## src/rtl/eth_pkg.sv

```systemverilog
// Shared Ethernet constants, receive-FSM state type and the reflected CRC-32 byte step.
// The CRC step is a plain function so TX-side models can reuse it.
package eth_pkg;

    localparam logic [31:0] CRC32_POLY_REFL = 32'hEDB88320;
    localparam logic [31:0] CRC32_INIT      = 32'hFFFFFFFF;
    localparam logic [31:0] CRC32_RESIDUE   = 32'hDEBB20E3;

    localparam logic [7:0] ETH_PREAMBLE = 8'h55;
    localparam logic [7:0] ETH_SFD      = 8'hD5;

    typedef enum logic [2:0] {
        S_IDLE,
        S_PRE,
        S_DATA,
        S_PRE_BAD,
        S_END
    } eth_rx_state_e;

    // One byte absorbed LSB-first; no final inversion, so a frame including its FCS leaves the residue.
    function automatic logic [31:0] crc32_byte_refl(input logic [31:0] crc, input logic [7:0] data);
        logic [31:0] c;
        c = crc ^ {24'h0, data};
        for (int i = 0; i < 8; i++) begin
            c = c[0] ? ((c >> 1) ^ CRC32_POLY_REFL) : (c >> 1);
        end
        return c;
    endfunction

endpackage

```

## src/rtl/gmii_rx_fcs_check.sv

```systemverilog
// Passive GMII receive monitor: preamble/SFD detection, CRC-32 residue check,
// per-frame verdict strobe and good/bad frame counters.
module gmii_rx_fcs_check
    import eth_pkg::*;
#(
    parameter int MIN_FRAME = 64,
    parameter int MAX_FRAME = 1518,
    parameter int CNT_W     = 16
) (
    input  logic             gmii_rx_clk,
    input  logic             rst_n,
    input  logic             gmii_rx_dv,
    input  logic [7:0]       gmii_rxd,
    input  logic             cnt_clr,
    output logic             frame_done,
    output logic             frame_ok,
    output logic             crc_ok,
    output logic             short_err,
    output logic             long_err,
    output logic             pre_err,
    output logic [15:0]      frame_len,
    output logic [CNT_W-1:0] good_cnt,
    output logic [CNT_W-1:0] bad_cnt
);

    localparam logic [15:0] MIN_LEN = 16'(MIN_FRAME);
    localparam logic [15:0] MAX_LEN = 16'(MAX_FRAME);
    localparam logic [3:0]  PRE_MAX = 4'd7;

    eth_rx_state_e    state_q, state_d;
    logic [3:0]       pre_cnt_q, pre_cnt_d;
    logic [31:0]      crc_q, crc_d;
    logic [15:0]      byte_cnt_q, byte_cnt_d;
    logic             done_q, done_d;
    logic             ok_q, ok_d;
    logic             crc_ok_q, crc_ok_d;
    logic             short_q, short_d;
    logic             long_q, long_d;
    logic             pre_err_q, pre_err_d;
    logic [15:0]      len_q, len_d;
    logic [CNT_W-1:0] good_q, good_d;
    logic [CNT_W-1:0] bad_q, bad_d;
    logic             pre_fail;
    logic             data_crc_ok;
    logic             data_short;
    logic             data_long;

    assign data_crc_ok = (crc_q == CRC32_RESIDUE);
    assign data_short  = (byte_cnt_q < MIN_LEN);
    assign data_long   = (byte_cnt_q > MAX_LEN);

    always_comb begin
        state_d    = state_q;
        pre_cnt_d  = pre_cnt_q;
        crc_d      = crc_q;
        byte_cnt_d = byte_cnt_q;
        done_d     = 1'b0;
        ok_d       = ok_q;
        crc_ok_d   = crc_ok_q;
        short_d    = short_q;
        long_d     = long_q;
        pre_err_d  = pre_err_q;
        len_d      = len_q;
        pre_fail   = 1'b0;

        case (state_q)
            S_IDLE: begin
                if (gmii_rx_dv) begin
                    if (gmii_rxd == ETH_PREAMBLE) begin
                        state_d   = S_PRE;
                        pre_cnt_d = 4'd1;
                    end else begin
                        state_d = S_PRE_BAD;
                    end
                end
            end
            S_PRE: begin
                if (!gmii_rx_dv) begin
                    pre_fail = 1'b1;
                end else if (gmii_rxd == ETH_PREAMBLE) begin
                    // An eighth preamble byte means the SFD can no longer arrive in time.
                    if (pre_cnt_q == PRE_MAX) state_d = S_PRE_BAD;
                    else                      pre_cnt_d = pre_cnt_q + 4'd1;
                end else if (gmii_rxd == ETH_SFD) begin
                    state_d    = S_DATA;
                    crc_d      = CRC32_INIT;
                    byte_cnt_d = '0;
                end else begin
                    state_d = S_PRE_BAD;
                end
            end
            S_DATA: begin
                if (gmii_rx_dv) begin
                    crc_d = crc32_byte_refl(crc_q, gmii_rxd);
                    if (byte_cnt_q != 16'hFFFF) byte_cnt_d = byte_cnt_q + 16'd1;
                end else begin
                    state_d   = S_END;
                    done_d    = 1'b1;
                    crc_ok_d  = data_crc_ok;
                    short_d   = data_short;
                    long_d    = data_long;
                    pre_err_d = 1'b0;
                    ok_d      = data_crc_ok && !data_short && !data_long;
                    len_d     = (byte_cnt_q >= 16'd4) ? (byte_cnt_q - 16'd4) : 16'd0;
                end
            end
            S_PRE_BAD: begin
                if (!gmii_rx_dv) pre_fail = 1'b1;
            end
            S_END: begin
                state_d = S_IDLE;
            end
            default: begin
                state_d = S_IDLE;
            end
        endcase

        if (pre_fail) begin
            state_d   = S_END;
            done_d    = 1'b1;
            ok_d      = 1'b0;
            crc_ok_d  = 1'b0;
            short_d   = 1'b0;
            long_d    = 1'b0;
            pre_err_d = 1'b1;
            len_d     = 16'd0;
        end

        // Counters follow the registered verdict; a clear in the same cycle wins.
        good_d = good_q;
        bad_d  = bad_q;
        if (cnt_clr) begin
            good_d = '0;
            bad_d  = '0;
        end else if (done_q) begin
            if (ok_q) good_d = good_q + CNT_W'(1);
            else      bad_d  = bad_q + CNT_W'(1);
        end
    end

    always_ff @(posedge gmii_rx_clk or negedge rst_n) begin
        if (!rst_n) begin
            state_q    <= S_IDLE;
            pre_cnt_q  <= '0;
            crc_q      <= CRC32_INIT;
            byte_cnt_q <= '0;
            done_q     <= 1'b0;
            ok_q       <= 1'b0;
            crc_ok_q   <= 1'b0;
            short_q    <= 1'b0;
            long_q     <= 1'b0;
            pre_err_q  <= 1'b0;
            len_q      <= '0;
            good_q     <= '0;
            bad_q      <= '0;
        end else begin
            state_q    <= state_d;
            pre_cnt_q  <= pre_cnt_d;
            crc_q      <= crc_d;
            byte_cnt_q <= byte_cnt_d;
            done_q     <= done_d;
            ok_q       <= ok_d;
            crc_ok_q   <= crc_ok_d;
            short_q    <= short_d;
            long_q     <= long_d;
            pre_err_q  <= pre_err_d;
            len_q      <= len_d;
            good_q     <= good_d;
            bad_q      <= bad_d;
        end
    end

    assign frame_done = done_q;
    assign frame_ok   = ok_q;
    assign crc_ok     = crc_ok_q;
    assign short_err  = short_q;
    assign long_err   = long_q;
    assign pre_err    = pre_err_q;
    assign frame_len  = len_q;
    assign good_cnt   = good_q;
    assign bad_cnt    = bad_q;

endmodule
```

## config.mk

```make
export PLATFORM = sky130hd
export DESIGN_NAME = gmii_rx_fcs_check
export DESIGN_NICKNAME = d
export VERILOG_FILES = /design/src/rtl/eth_pkg.sv /design/src/rtl/gmii_rx_fcs_check.sv
export SDC_FILE = /design/constraint.sdc
export NUM_CORES = 1
export LEC_CHECK = 0
export BUFFER_PORTS_ARGS = -buffer_cell sky130_fd_sc_hd__buf_2
export CAP_MARGIN = 20
export CORE_ASPECT_RATIO = 0.5
export CORE_MARGIN = 3
export CORE_UTILIZATION = 50
export CTS_CLUSTER_DIAMETER = 60
export DETAILED_ROUTE_END_ITERATION = 7
export GPL_ROUTABILITY_DRIVEN = 0
export GPL_TIMING_DRIVEN = 0
export PLACE_DENSITY_LB_ADDON = 0.1
export SYNTH_ARGS = -nofsm -noshare
export SYNTH_HDL_FRONTEND = slang
export SYNTH_SLANG_ARGS = --single-unit
export TNS_END_PERCENT = 30
```

## constraint.sdc

```tcl
create_clock -name gmii_rx_clk -period 2.3 [get_ports gmii_rx_clk]
set_input_delay 0.115 -clock gmii_rx_clk [delete_from_list [all_inputs] [get_ports gmii_rx_clk]]
set_output_delay 0.115 -clock gmii_rx_clk [all_outputs]
set_load 0.005 [all_outputs]
```

## After elaboration in Yosys (flattened, before gate mapping)

Cells that the tools add are included.

- Add/sub/neg operators: 5
- Order comparisons: 3
- Equality and inequality tests: 24
- Mux-type cells: 63
- Bitwise logic cells: 9
- Reductions and logical operators: 18

Operators by type and width:

| kind | count |
|---|---|
| two-way mux 32 bit | 12 |
| two-way mux 16 bit | 15 |
| inverter 13 -> 14 bit | 8 |
| one-hot mux 32 bit (2 select lines) | 1 |
| adder 16 x 1 -> 16 bit, second input constant | 3 |
| equality test 32 bit, second input constant | 1 |
| one-hot mux 16 bit (2 select lines) | 1 |
| bitwise XOR 32 x 8 -> 32 bit | 1 |
| inequality test 2 bit, second input constant | 11 |
| two-way mux 1 bit | 20 |
| two-way mux 4 bit | 5 |
| two-way mux 3 bit | 6 |
| greater-or-equal comparator 16 x 3 -> 1 bit, second input constant | 1 |
| greater-than comparator 16 x 11 -> 1 bit, second input constant | 1 |
| less-than comparator 16 x 7 -> 1 bit, second input constant | 1 |
| inequality test 16 bit, second input constant | 1 |
| subtractor 16 x 3 -> 16 bit, second input constant | 1 |
| one-hot mux 3 bit (4 select lines) | 1 |
| AND reduction 6 bit | 2 |
| AND reduction 5 bit | 2 |
| nonzero test 2 bit | 5 |
| inequality test 3 bit, second input constant | 3 |
| equality test 8 x 7 -> 1 bit, second input constant | 1 |
| equality test 8 bit, second input constant | 1 |
| 13 further kinds | 18 |

- Bits in registers: 109
- Bits of input ports: 12
- Output and inout bits: 54
- Word-level logic and storage cells: 135

## Depth between registers and ports, before layout

Gate-level depths: netlist of run 1.

- Depth in word-level cells: 19
- Mapped depth: 8
- Mapped depth without buffers: 6

## Worst setup path before layout of run 1

Ideal clock, no wire load.

- Path type: flip-flop to flip-flop
- Start point: register byte_cnt_q[2]
- End point: register byte_cnt_q[13]
- Setup time: 77 ps
- Data arrival time: 1,877 ps
- Required time: 2,223 ps
- Setup slack: 345 ps
- Stages on the path, launching flop included: 9
- Buffers on the path: 2
- Clock period less this slack: 1,955 ps
- Path through: dfrtp_1 > ha_1 > and3_1 > clkbuf_1 > nand4_1 > o211ai_2 > buf_6 > or3_1 > a21oi_1

- Cells in the longest elaborated chain, start to end: 4
- Elaborated cells on any way between the ends: 7
- Those cells by class: 1 x add/sub; 2 x eq/ne; 3 x mux; 1 x reduce/logical

Ends and longest elaborated chain:

| item | line | text |
|---|---|---|
| from (decl) | gmii_rx_fcs_check.sv:33 | `logic [15:0] byte_cnt_q, byte_cnt_d;` |
| from (signal assigned) | gmii_rx_fcs_check.sv:160 | `byte_cnt_q <= byte_cnt_d;` |
| adder 16 x 1 -> 16 bit | gmii_rx_fcs_check.sv:95 | `if (byte_cnt_q != 16'hFFFF) byte_cnt_d = byte_cnt_q + 16'd1;` |
| two-way mux 16 bit | gmii_rx_fcs_check.sv:95 |  |
| two-way mux 16 bit | gmii_rx_fcs_check.sv:93 | `if (gmii_rx_dv) begin` |
| one-hot mux 16 bit (2 select lines) | gmii_rx_fcs_check.sv:66 | `case (state_q)` |

Parallel ways exist; a longest one is shown, timed or not. The select of a mux whose other input is x is not followed.
A chain may end at the register's enable or synchronous reset.

## Worst setup path after layout of run 1

- Start point: register crc_q[23]
- End point: register ok_q (netlist: frame_ok)

- Cells in the longest elaborated chain, start to end: 6

Ends and longest elaborated chain:

| item | line | text |
|---|---|---|
| from (decl) | gmii_rx_fcs_check.sv:32 | `logic [31:0] crc_q, crc_d;` |
| from (signal assigned) | gmii_rx_fcs_check.sv:159 | `crc_q <= crc_d;` |
| equality test 32 bit | gmii_rx_fcs_check.sv:48 | `assign data_crc_ok = (crc_q == CRC32_RESIDUE);` |
| logical AND 1 bit (2 in a row) | gmii_rx_fcs_check.sv:103 | `ok_d = data_crc_ok && !data_short && !data_long;` |
| two-way mux 1 bit | gmii_rx_fcs_check.sv:93 |  |
| two-way mux 1 bit | gmii_rx_fcs_check.sv:66 |  |
| two-way mux 1 bit | gmii_rx_fcs_check.sv:118 | `if (pre_fail) begin` |
| to (signal assigned) | gmii_rx_fcs_check.sv:162 | `ok_q <= ok_d;` |
| to (decl) | gmii_rx_fcs_check.sv:35 | `logic ok_q, ok_d;` |

Every way passes these cells. The select of a mux whose other input is x is not followed.

==> run_results.csv, run 1 <==
group,metric,value,unit
run_status,status,"finished clean",
synth,syn_area,5940,um2
die,die_x,160,um
die,rows,27,
placement,dp_slack,-0.161,ns
sta,finalHoldViolations,0,
sta,tightestPinTransition,0.719,ns
sta,finalSetupViolations,0,
min_path,min_to,"state_q[1]",
sta,fin_skew,0.0113,ns
routing,dr.pass1.iters,5,
routing,drt-initial-drc-count,327,
setup_path,r2r_end,"frame_ok",
layout,final_common_cell,"dfrtp_1",
setup_path,cp_cell_sequence,"or4b_2 > nor4_2 > nand4_1 > nor2_1 > a32o_1",
clock_network,htreeDepth,3,
placement,placedInstanceArea,6490,um2
power_and_ir_drop,vdd_ir_drop_max,1000,uV
routing,drc_errors,0,
layout,final_area,6810,um2
placement,dp_hpwl,9.79,mm
clock_network,clk_pin_slew,0.07,ns
sta,finalCritPeriodShare,94.6,%
grt,grt_max_degree,66,
setup_path,critPathLaunchType,"flop",
setup_path,crit_required,2.59,ns
synth,yosysWarnings,0,
grt,grt_overflow,0,
power_and_ir_drop,p_total,8.00,mW
synth,synth.avg_cell_area,9.62,um2
synth,synth_nets,637,
setup_path,cpMaxStageDelayCell,"or4b_2",
grt,first_global_vias,4494,
synth,synth_edf_count,0,
flow_run,cap_violations,0,
sta,period_needed,2.17,ns
setup_path,reg2reg_depth,5,
setup_path,critPathMaxStageDelay,0.60,ns
sta,fin_ws,0.125,ns
setup_path,r2r_slack,0.13,ns
die,dieArea,13300,um2
layout,final_util,60.4,%
routing,dr_total_vias,4583,
power_and_ir_drop,power_leakage,3.02,nW
min_path,whs_path_depth,3,
grt,antenna_found_initial,0,
layout,final_cells,857,
min_path,hold_class,"in -> reg",
clock_network,cts_setup_buffers,0,
synth,ys_seq_area_share,46.6,%
layout,drive_above_1_share,20.9,%
die,core,11300,um2
setup_path,reg2reg_from,"crc_q[23]",
setup_path,crit_arrival,2.46,ns
synth,async_flop_share,100,%
clock_network,cts_tree,"done",
clock_network,cts_buffers,9,
setup_path,end_kind,"flop",
placement,io_buffers,64,
layout,multiInputGateArea,3020,um2
layout,final_cell_mix,"dfrtp_1 (75), nor2_1 (71), buf_2 (70), xnor2_1 (62), o21ai_0 (49)",
setup_path,critPathKind,"reg -> reg",
power_and_ir_drop,powerDensity,1180,nW/um2
die,io_pins,66,
grt,grtUsageTotal,20.9,%
sta,rsz0062_at_grt,"no",
synth,synthFlopType,"dfrtp_1",
die,initial_core_util,52.6,%
sta,maxSlewViolCount,0,
setup_path,crit_family,"simple AND/OR/NAND/NOR gates",
placement,place_inst,841,
clock_network,cts_sinks,109,
setup_path,critPathBufInv,0,
die,fp.dieH,83.1,um
grt,grt_pass1_wl,22.6,mm
sta,whs,0.136,ns
layout,area_growth,14.7,%
routing,wl,13.5,mm
routing,ant_nets,0,
clock_network,cts-root-buf,"clkbuf_16",
sta,finalSetupTns,0,ns
layout,fillers,1039,
min_path,holdCritStartpoint,"gmii_rx_dv",
synth,synthCells,617,
sta,clock.fmax,0.460,GHz
sta,max-slew-margin-rel,52.0,%
synth,ys_ff_latch,109,
layout,fin_nets,713,
routing,viasPerCell,5.35,
setup_path,crit_fanout,3,
routing,wl_per_cell,15.7,um
layout,ff_latch_area,2770,um2
layout,n_antenna_cell,0,
clock_network,clock_path_buffers,2,
synth,synth_cell_types,52,
clock_network,clock_latency,0.35,ns
==> report_power, final <==
part | internal, mW | switching [mW]
combinational | 1.68 | 1.91
sequential | 2.51 | 0.396
clock | 0.758 | 0.751
==> layer usage <==
layer	wire length (um)	share of wire, %	track usage, %	up-vias
met3	619	4.6	4.53	14
met5	0	0	0	-
met2	6080	45	33.6	99
li1	-	-	-	2278
met4	136	1.0	4.17	0
met1	6640	49	29.4	2192
==> worst min-delay path: stages <==
cell	delay [ns]
buf_2	0.14
nand2b_1	0.14
nor2_1	0.06
==> cells in the mapped netlist, drive strengths merged (2+ instances only) <==
master | count | area, um2
nand4b | 5 | 43.8
clkbuf | 20 | 75.1
o211ai | 3 | 27.5
nor3 | 9 | 45.0
and3 | 6 | 37.5
o31ai | 7 | 52.6
nor4 | 9 | 56.3
a21o | 3 | 22.5
nand2 | 46 | 173
inv | 11 | 41.3
o21bai | 2 | 15.0
buf | 12 | 62.6
and4 | 5 | 43.8
dfstp | 32 | 841
nand4 | 11 | 68.8
or3b | 4 | 37.5
mux2i | 2 | 20.0
nor3b | 2 | 15.0
nor4b | 2 | 17.5
xor2 | 32 | 299
or3 | 14 | 92.6
dfrtp | 77 | 1930
or2 | 3 | 18.8
nand2b | 6 | 45.0
o2111ai | 3 | 26.3
or4 | 3 | 22.5
a31oi | 6 | 37.5
nand3 | 17 | 85.1
and2 | 7 | 43.8
nor2 | 71 | 267
ha | 8 | 100
a21oi | 46 | 230
xnor2 | 68 | 633
o21ai | 49 | 245
nor2b | 6 | 37.5
xnor3 | 2 | 45.0
==> how the worst max path moves through the flow <==
stage / startpoint / to / slack, ns / cells after the start
floorplan: byte_cnt_q[2] / byte_cnt_q[13] / 0.35 / 8
global placement: rst_n / state_q[2] / -0.19 / 1
detailed placement: byte_cnt_q[3] / byte_cnt_q[12] / -0.16 / 8
CTS: crc_q[23] / frame_ok / 0.07 / 5
global route: state_q[1] / byte_cnt_q[12] / 0.005 / 6
finish: crc_q[23] / frame_ok / 0.13 / 5
==> sequential cells by signal, summed over array words and instances (netlist names) <==
signal,cells
pre_err,1
good_cnt,16
bad_cnt,16
frame_done,1
crc_q,32
state_q,3
byte_cnt_q,16
frame_ok,1
long_err,1
pre_cnt_q,4
short_err,1
frame_len,16
crc_ok,1
==> kinds of logic (layout without fill, tap and decap cells) <==
group	Yosys count	in the layout	share of synthesized area, %
multiplexers	2	2	0.337
flip-flops	109	109	46.6
adder cells (fa/ha/maj)	8	8	1.69
AND/OR/NAND/NOR	229	229	19.8
buffers and inverters	43	124	3.01
AO/OA/AOI/OAI	124	124	12.1
XOR/XNOR	102	102	16.5
==> cell type report <==
class	count	area share (%)
clock inverters	6	0.790
repair buffers	66	5.29
well taps	159	2.92
clock buffers	10	3.36
multi-input cells	465	44.3
flip-flops and latches	109	40.7
inverters	11	0.606
plain buffers	31	2.06
==> repair_timing <==
action	in CTS	in global routing
endpoints found under the hold margin	44	0
setup endpoints to repair	19	33
gates resized for setup	3	8
hold buffers	1	0
pin swaps	0	0
(Power assumes the default switching activity.)
==> run 2, diff against run 1 <==
--- a/config.mk
+++ b/config.mk
@@ -8,8 +8,8 @@
 export BUFFER_PORTS_ARGS = -buffer_cell sky130_fd_sc_hd__buf_2
 export CAP_MARGIN = 20
 export CORE_ASPECT_RATIO = 0.5
-export CORE_MARGIN = 3
-export CORE_UTILIZATION = 50
+export CORE_MARGIN = 5
+export CORE_UTILIZATION = 29
 export CTS_CLUSTER_DIAMETER = 60
 export DETAILED_ROUTE_END_ITERATION = 7
 export GPL_ROUTABILITY_DRIVEN = 0
==> constraint.sdc (replaced) <==
create_clock -name gmii_rx_clk -period 2.3 [get_ports gmii_rx_clk]
set_input_delay 0.115 -clock gmii_rx_clk [delete_from_list [all_inputs] [get_ports gmii_rx_clk]]
set_output_delay 0.115 -clock gmii_rx_clk [all_outputs]
set_load 0.02 [all_outputs]
==> run_results.csv, run 2 (synthesis gave the netlist of run 1 again) <==
group,metric,value,unit
run_status,status,"finished clean",
layout,final_cell_mix,"dfrtp_1 (75), nor2_1 (70), buf_2 (69), xnor2_1 (62), o21ai_0 (49)",
min_path,hold_class,"in -> reg",
power_and_ir_drop,power_leakage,3.04,nW
power_and_ir_drop,p_total,8.18,mW
sta,maxSlewViolCount,0,
layout,fin_nets,713,
routing,drc_errors,0,
layout,largest_reg_flops,32,
sta,whs,0.142,ns
layout,fillers,2113,
grt,antenna_found_initial,0,
sta,rsz0062_at_grt,"yes",
grt,grt_overflow,0,
routing,wl_per_cell,16.3,um
grt,grt_pass1_wl,25.8,mm
placement,io_buffers,64,
grt,first_global_vias,4609,
clock_network,htreeDepth,3,
layout,ff_latch_area,2770,um2
clock_network,clock_path_buffers,2,
placement,dp_slack,-0.258,ns
layout,multiInputGateArea,3050,um2
routing,wl,15.8,mm
layout,final_cells,970,
layout,regMostFlops,"crc_q",
clock_network,clock_latency,0.35,ns
die,fp.dieH,111,um
grt,grtUsageTotal,13.7,%
sta,fin_ws,0.0438,ns
sta,fin_skew,0.00731,ns
routing,drt-initial-drc-count,178,
setup_path,cp_cell_sequence,"or4b_2 > nor4_4 > nand4_1 > nor2_2 > a32o_1",
setup_path,crit_family,"simple AND/OR/NAND/NOR gates",
sta,clock.fmax,0.443,GHz
clock_network,cts_sinks,109,
layout,area_growth,17.9,%
sta,finalHoldViolations,0,
grt,grt_max_degree,66,
die,initial_core_util,29.2,%
setup_path,crit_arrival,2.55,ns
power_and_ir_drop,internal-power,4.99,mW
die,io_pins,66,
power_and_ir_drop,switching_share,39.0,%
setup_path,critPathMaxStageDelay,0.66,ns
power_and_ir_drop,vdd_ir_drop_max,657,uV
die,dieArea,23600,um2
layout,n_antenna_cell,0,
clock_network,cts_tree,"done",
setup_path,critPathKind,"reg -> reg",
layout,drive_above_1_share,21.1,%
clock_network,cts-root-buf,"clkbuf_16",
power_and_ir_drop,pwr-share-comb,45.4,%
power_and_ir_drop,power_frac_seq,35.7,%
sta,finalCritPeriodShare,98.1,%
die,rows,37,
power_and_ir_drop,p_sw,3.19,mW
die,die_x,212,um
sta,finalSetupViolations,0,
clock_network,cts_setup_buffers,0,
setup_path,critPathBufInv,0,
routing,dr_total_vias,4604,
flow_run,cap_violations,0,
layout,final_util,34.4,%
die,core,20300,um2
placement,dp_hpwl,11.6,mm
routing,ant_nets,0,
routing,viasPerCell,4.75,
setup_path,crit_fanout,3,
clock_network,clk_pin_slew,0.08,ns
routing,dr.pass1.iters,4,
setup_path,end_kind,"flop",
layout,final_common_cell,"dfrtp_1",
power_and_ir_drop,powerDensity,1170,nW/um2
clock_network,cts_buffers,9,
sta,period_needed,2.26,ns
setup_path,cpMaxStageDelayCell,"or4b_2",
setup_path,crit_required,2.60,ns
setup_path,critPathLaunchType,"flop",
sta,tightestPinTransition,0.723,ns
power_and_ir_drop,clkPwrFrac,18.9,%
placement,place_inst,955,
sta,max-slew-margin-rel,51.3,%
-- run 2: layout make-up --
class | count | area share, %
sequential | 109 | 39.6
timing repair buffer | 66 | 5.20
buffer | 31 | 2.07
multi-input combinational | 465 | 43.6
clock inverter | 4 | 0.447
clock buffer | 11 | 3.61
tap | 273 | 4.88
inverter | 11 | 0.590
-- run 2: layer usage --
layer,up-vias,share of wire (%),wire length (um),global-route usage [%]
met1,2247,51,7980,19.3
met2,67,45,7090,21.7
met3,7,4.0,624,3.45
met5,-,0,0,0
li1,2283,-,-,-
met4,0,0.52,82,2.05
-- run 2: path summary, 6_finish.rpt --
kind | start | endpoint | slack (ns) | cells after the start
max in group asynchronous | rst_n | crc_q[7] | 1.31 | 3
hold / removal | gmii_rx_dv | state_q[1] | 0.14 | 3
setup reg to reg | crc_q[23] | frame_ok | 0.04 | 5
setup / recovery | crc_q[23] | frame_ok | 0.04 | 5
hold reg to reg | pre_cnt_q[3] | pre_cnt_q[3] | 0.48 | 1
min in group asynchronous | rst_n | bad_cnt[14] | 0.25 | 2
-- run 2: worst reg2reg max path: stages (launching register included) --
cell	delay, ns
dfstp_2	0.58
or4b_2	0.66
nor4_4	0.35
nand4_1	0.24
nor2_2	0.20
a32o_1	0.17
-- run 2: power by group through the flow --
stage / logic [mW] / clock network, mW / registers [mW]
2_1_floorplan: 2.80 / 0 / 2.90
3_3_place_gp: 3.68 / 0 / 2.95
3_5_place_dp: 3.67 / 0 / 2.95
4_1_cts: 3.71 / 1.61 / 2.92
5_1_grt: 4.10 / 1.68 / 2.98
6_report: 3.71 / 1.54 / 2.92
-- run 2: timing repair --
| action | in CTS | in global routing |
|---|---|---|
| resized for setup | 5 | 15 |
| endpoints found under the hold margin | 28 | 0 |
| setup endpoints to repair | 20 | 41 |
| hold buffers | 1 | 0 |
-- run 2: stage by stage --
stage                     TNS, ns  instance area (um2)
after floorplan                 0                 5940
after global placement     -33.87                 6600
after detailed placement    -3.60                 6630
after CTS                       0                 6940
after global routing      -0.0330                 7000
final                           0                 7000
==> run 3, diff against run 2 <==
--- a/config.mk
+++ b/config.mk
@@ -7,7 +7,7 @@
 export LEC_CHECK = 0
 export BUFFER_PORTS_ARGS = -buffer_cell sky130_fd_sc_hd__buf_2
 export CAP_MARGIN = 20
-export CORE_ASPECT_RATIO = 0.5
+export CORE_ASPECT_RATIO = 0.9
 export CORE_MARGIN = 5
 export CORE_UTILIZATION = 29
 export CTS_CLUSTER_DIAMETER = 60
==> run_results.csv, run 3 (synthesis gave the netlist of run 1 again) <==
group,metric,value,unit
run_status,status,"finished clean",
sta,finalHoldViolations,0,
placement,io_buffers,64,
setup_path,critPathLaunchType,"flop",
grt,grt_pass1_wl,26.1,mm
layout,fin_nets,713,
sta,finalCritPeriodShare,96.7,%
routing,dr.pass1.iters,4,
clock_network,clock_latency,0.36,ns
die,die_x,161,um
routing,wl_per_cell,16.6,um
layout,final_common_cell,"dfrtp_1",
die,fp.dieH,146,um
setup_path,r2r_slack,0.08,ns
routing,ant_nets,0,
sta,max-slew-margin-rel,48.8,%
die,core,20000,um2
clock_network,cts-root-buf,"clkbuf_16",
layout,drive_above_1_share,21.2,%
routing,drc_errors,0,
grt,grt_overflow,0,
die,io_pins,66,
sta,whs,0.133,ns
routing,viasPerCell,4.90,
setup_path,reg2reg_from,"crc_q[23]",
placement,dp_hpwl,11.7,mm
setup_path,reg2reg_depth,5,
routing,drt-initial-drc-count,332,
setup_path,end_kind,"flop",
min_path,whs_path_depth,3,
sta,finalSetupViolations,0,
sta,tightestPinTransition,0.768,ns
grt,antenna_found_initial,0,
power_and_ir_drop,powerDensity,1170,nW/um2
grt,grtUsageTotal,13.7,%
die,initial_core_util,29.6,%
clock_network,clock_path_buffers,2,
setup_path,critPathKind,"reg -> reg",
power_and_ir_drop,power_leakage,3.03,nW
clock_network,cts_tree,"done",
routing,dr_total_vias,4670,
die,dieArea,23400,um2
sta,maxSlewViolCount,0,
clock_network,htreeDepth,3,
clock_network,cts_sinks,109,
setup_path,crit_fanout,3,
setup_path,crit_end,"frame_ok",
min_path,hold_class,"in -> reg",
clock_network,clk_pin_slew,0.07,ns
setup_path,crit_required,2.59,ns
grt,first_global_vias,4652,
sta,period_needed,2.22,ns
setup_path,cp-startpoint,"crc_q[23]",
sta,rsz0062_at_grt,"yes",
sta,fin_ws,0.0763,ns
routing,wl,15.8,mm
die,rows,49,
layout,area_growth,17.3,%
setup_path,r2r_end,"frame_ok",
placement,dp_slack,-0.224,ns
setup_path,crit_arrival,2.52,ns
layout,final_cell_mix,"dfrtp_1 (75), buf_2 (70), nor2_1 (70), xnor2_1 (63), o21ai_0 (48)",
layout,largest_reg_flops,32,
layout,n_antenna_cell,0,
clock_network,cts_buffers,9,
sta,clock.fmax,0.450,GHz
layout,regMostFlops,"crc_q",
flow_run,cap_violations,0,
sta,fin_skew,0.00774,ns
power_and_ir_drop,vdd_ir_drop_max,626,uV
grt,grt_max_degree,87,
==> run 3: worst min-delay path by stage <==
stage | startpoint | end | slack, ns
finish | gmii_rx_dv | state_q[1] | 0.13
global route | cnt_clr | good_cnt[5] | 0.17
CTS | gmii_rx_dv | state_q[1] | 0.11
detailed placement | rst_n | bad_cnt[15] | -0.007
global placement | crc_ok | crc_ok | 0.46
floorplan | rst_n | bad_cnt[0] | -0.18
==> run 3: worst max-delay path: stages (launching register included) <==
cell	delay, ns
dfstp_2	0.58
or4b_2	0.64
nor4_4	0.36
nand4_1	0.18
nor2_2	0.21
a32o_1	0.18
==> run 3: layout make-up <==
| cell class | instances | area (um2) |
|---|---|---|
| clock inverter | 6 | 52.6 |
| sequential | 109 | 2770 |
| fill | 2037 | 13100 |
| multi-input combinational | 465 | 3030 |
| buffer | 31 | 145 |
| clock buffer | 10 | 239 |
| inverter | 11 | 41.3 |
| tap | 255 | 319 |
| timing repair buffer | 66 | 364 |
==> run 3: metrics by stage <==
step	power (mW)	instance area (um2)	TNS, ns	util [%]	instances
global route	8.70	6960	-0.00300	34.7	953
global placement	6.62	6580	-23.29	32.8	936
floorplan	5.70	5940	0	-	617
CTS	8.25	6930	0	34.5	953
finish	8.17	6960	0	34.7	953
detailed placement	6.61	6610	-2.65	33.0	937
==> run 3: report_power, final <==
group	internal, mW	switching (mW)
sequential	2.51	0.423
clock	0.784	0.780
combinational	1.66	2.01
==> run 3: per-layer routing <==
layer  wire, um  global-route usage [%]  up-vias  part of all wire, %
met5          0                       0        -                    0
met4        105                    2.43        0                 0.67
met3        690                    3.82        7                  4.4
met2       6870                    20.5       87                   44
met1       8110                    20.1     2287                   51
li1           -                       -     2289                    -
==> run 3: timing repair <==
action	CTS	global route
pin swaps	0	0
endpoints found under the setup margin	34	33
gates resized for setup	6	12
buffers inserted	0	0
hold buffers	1	0
hold endpoints to repair	31	0
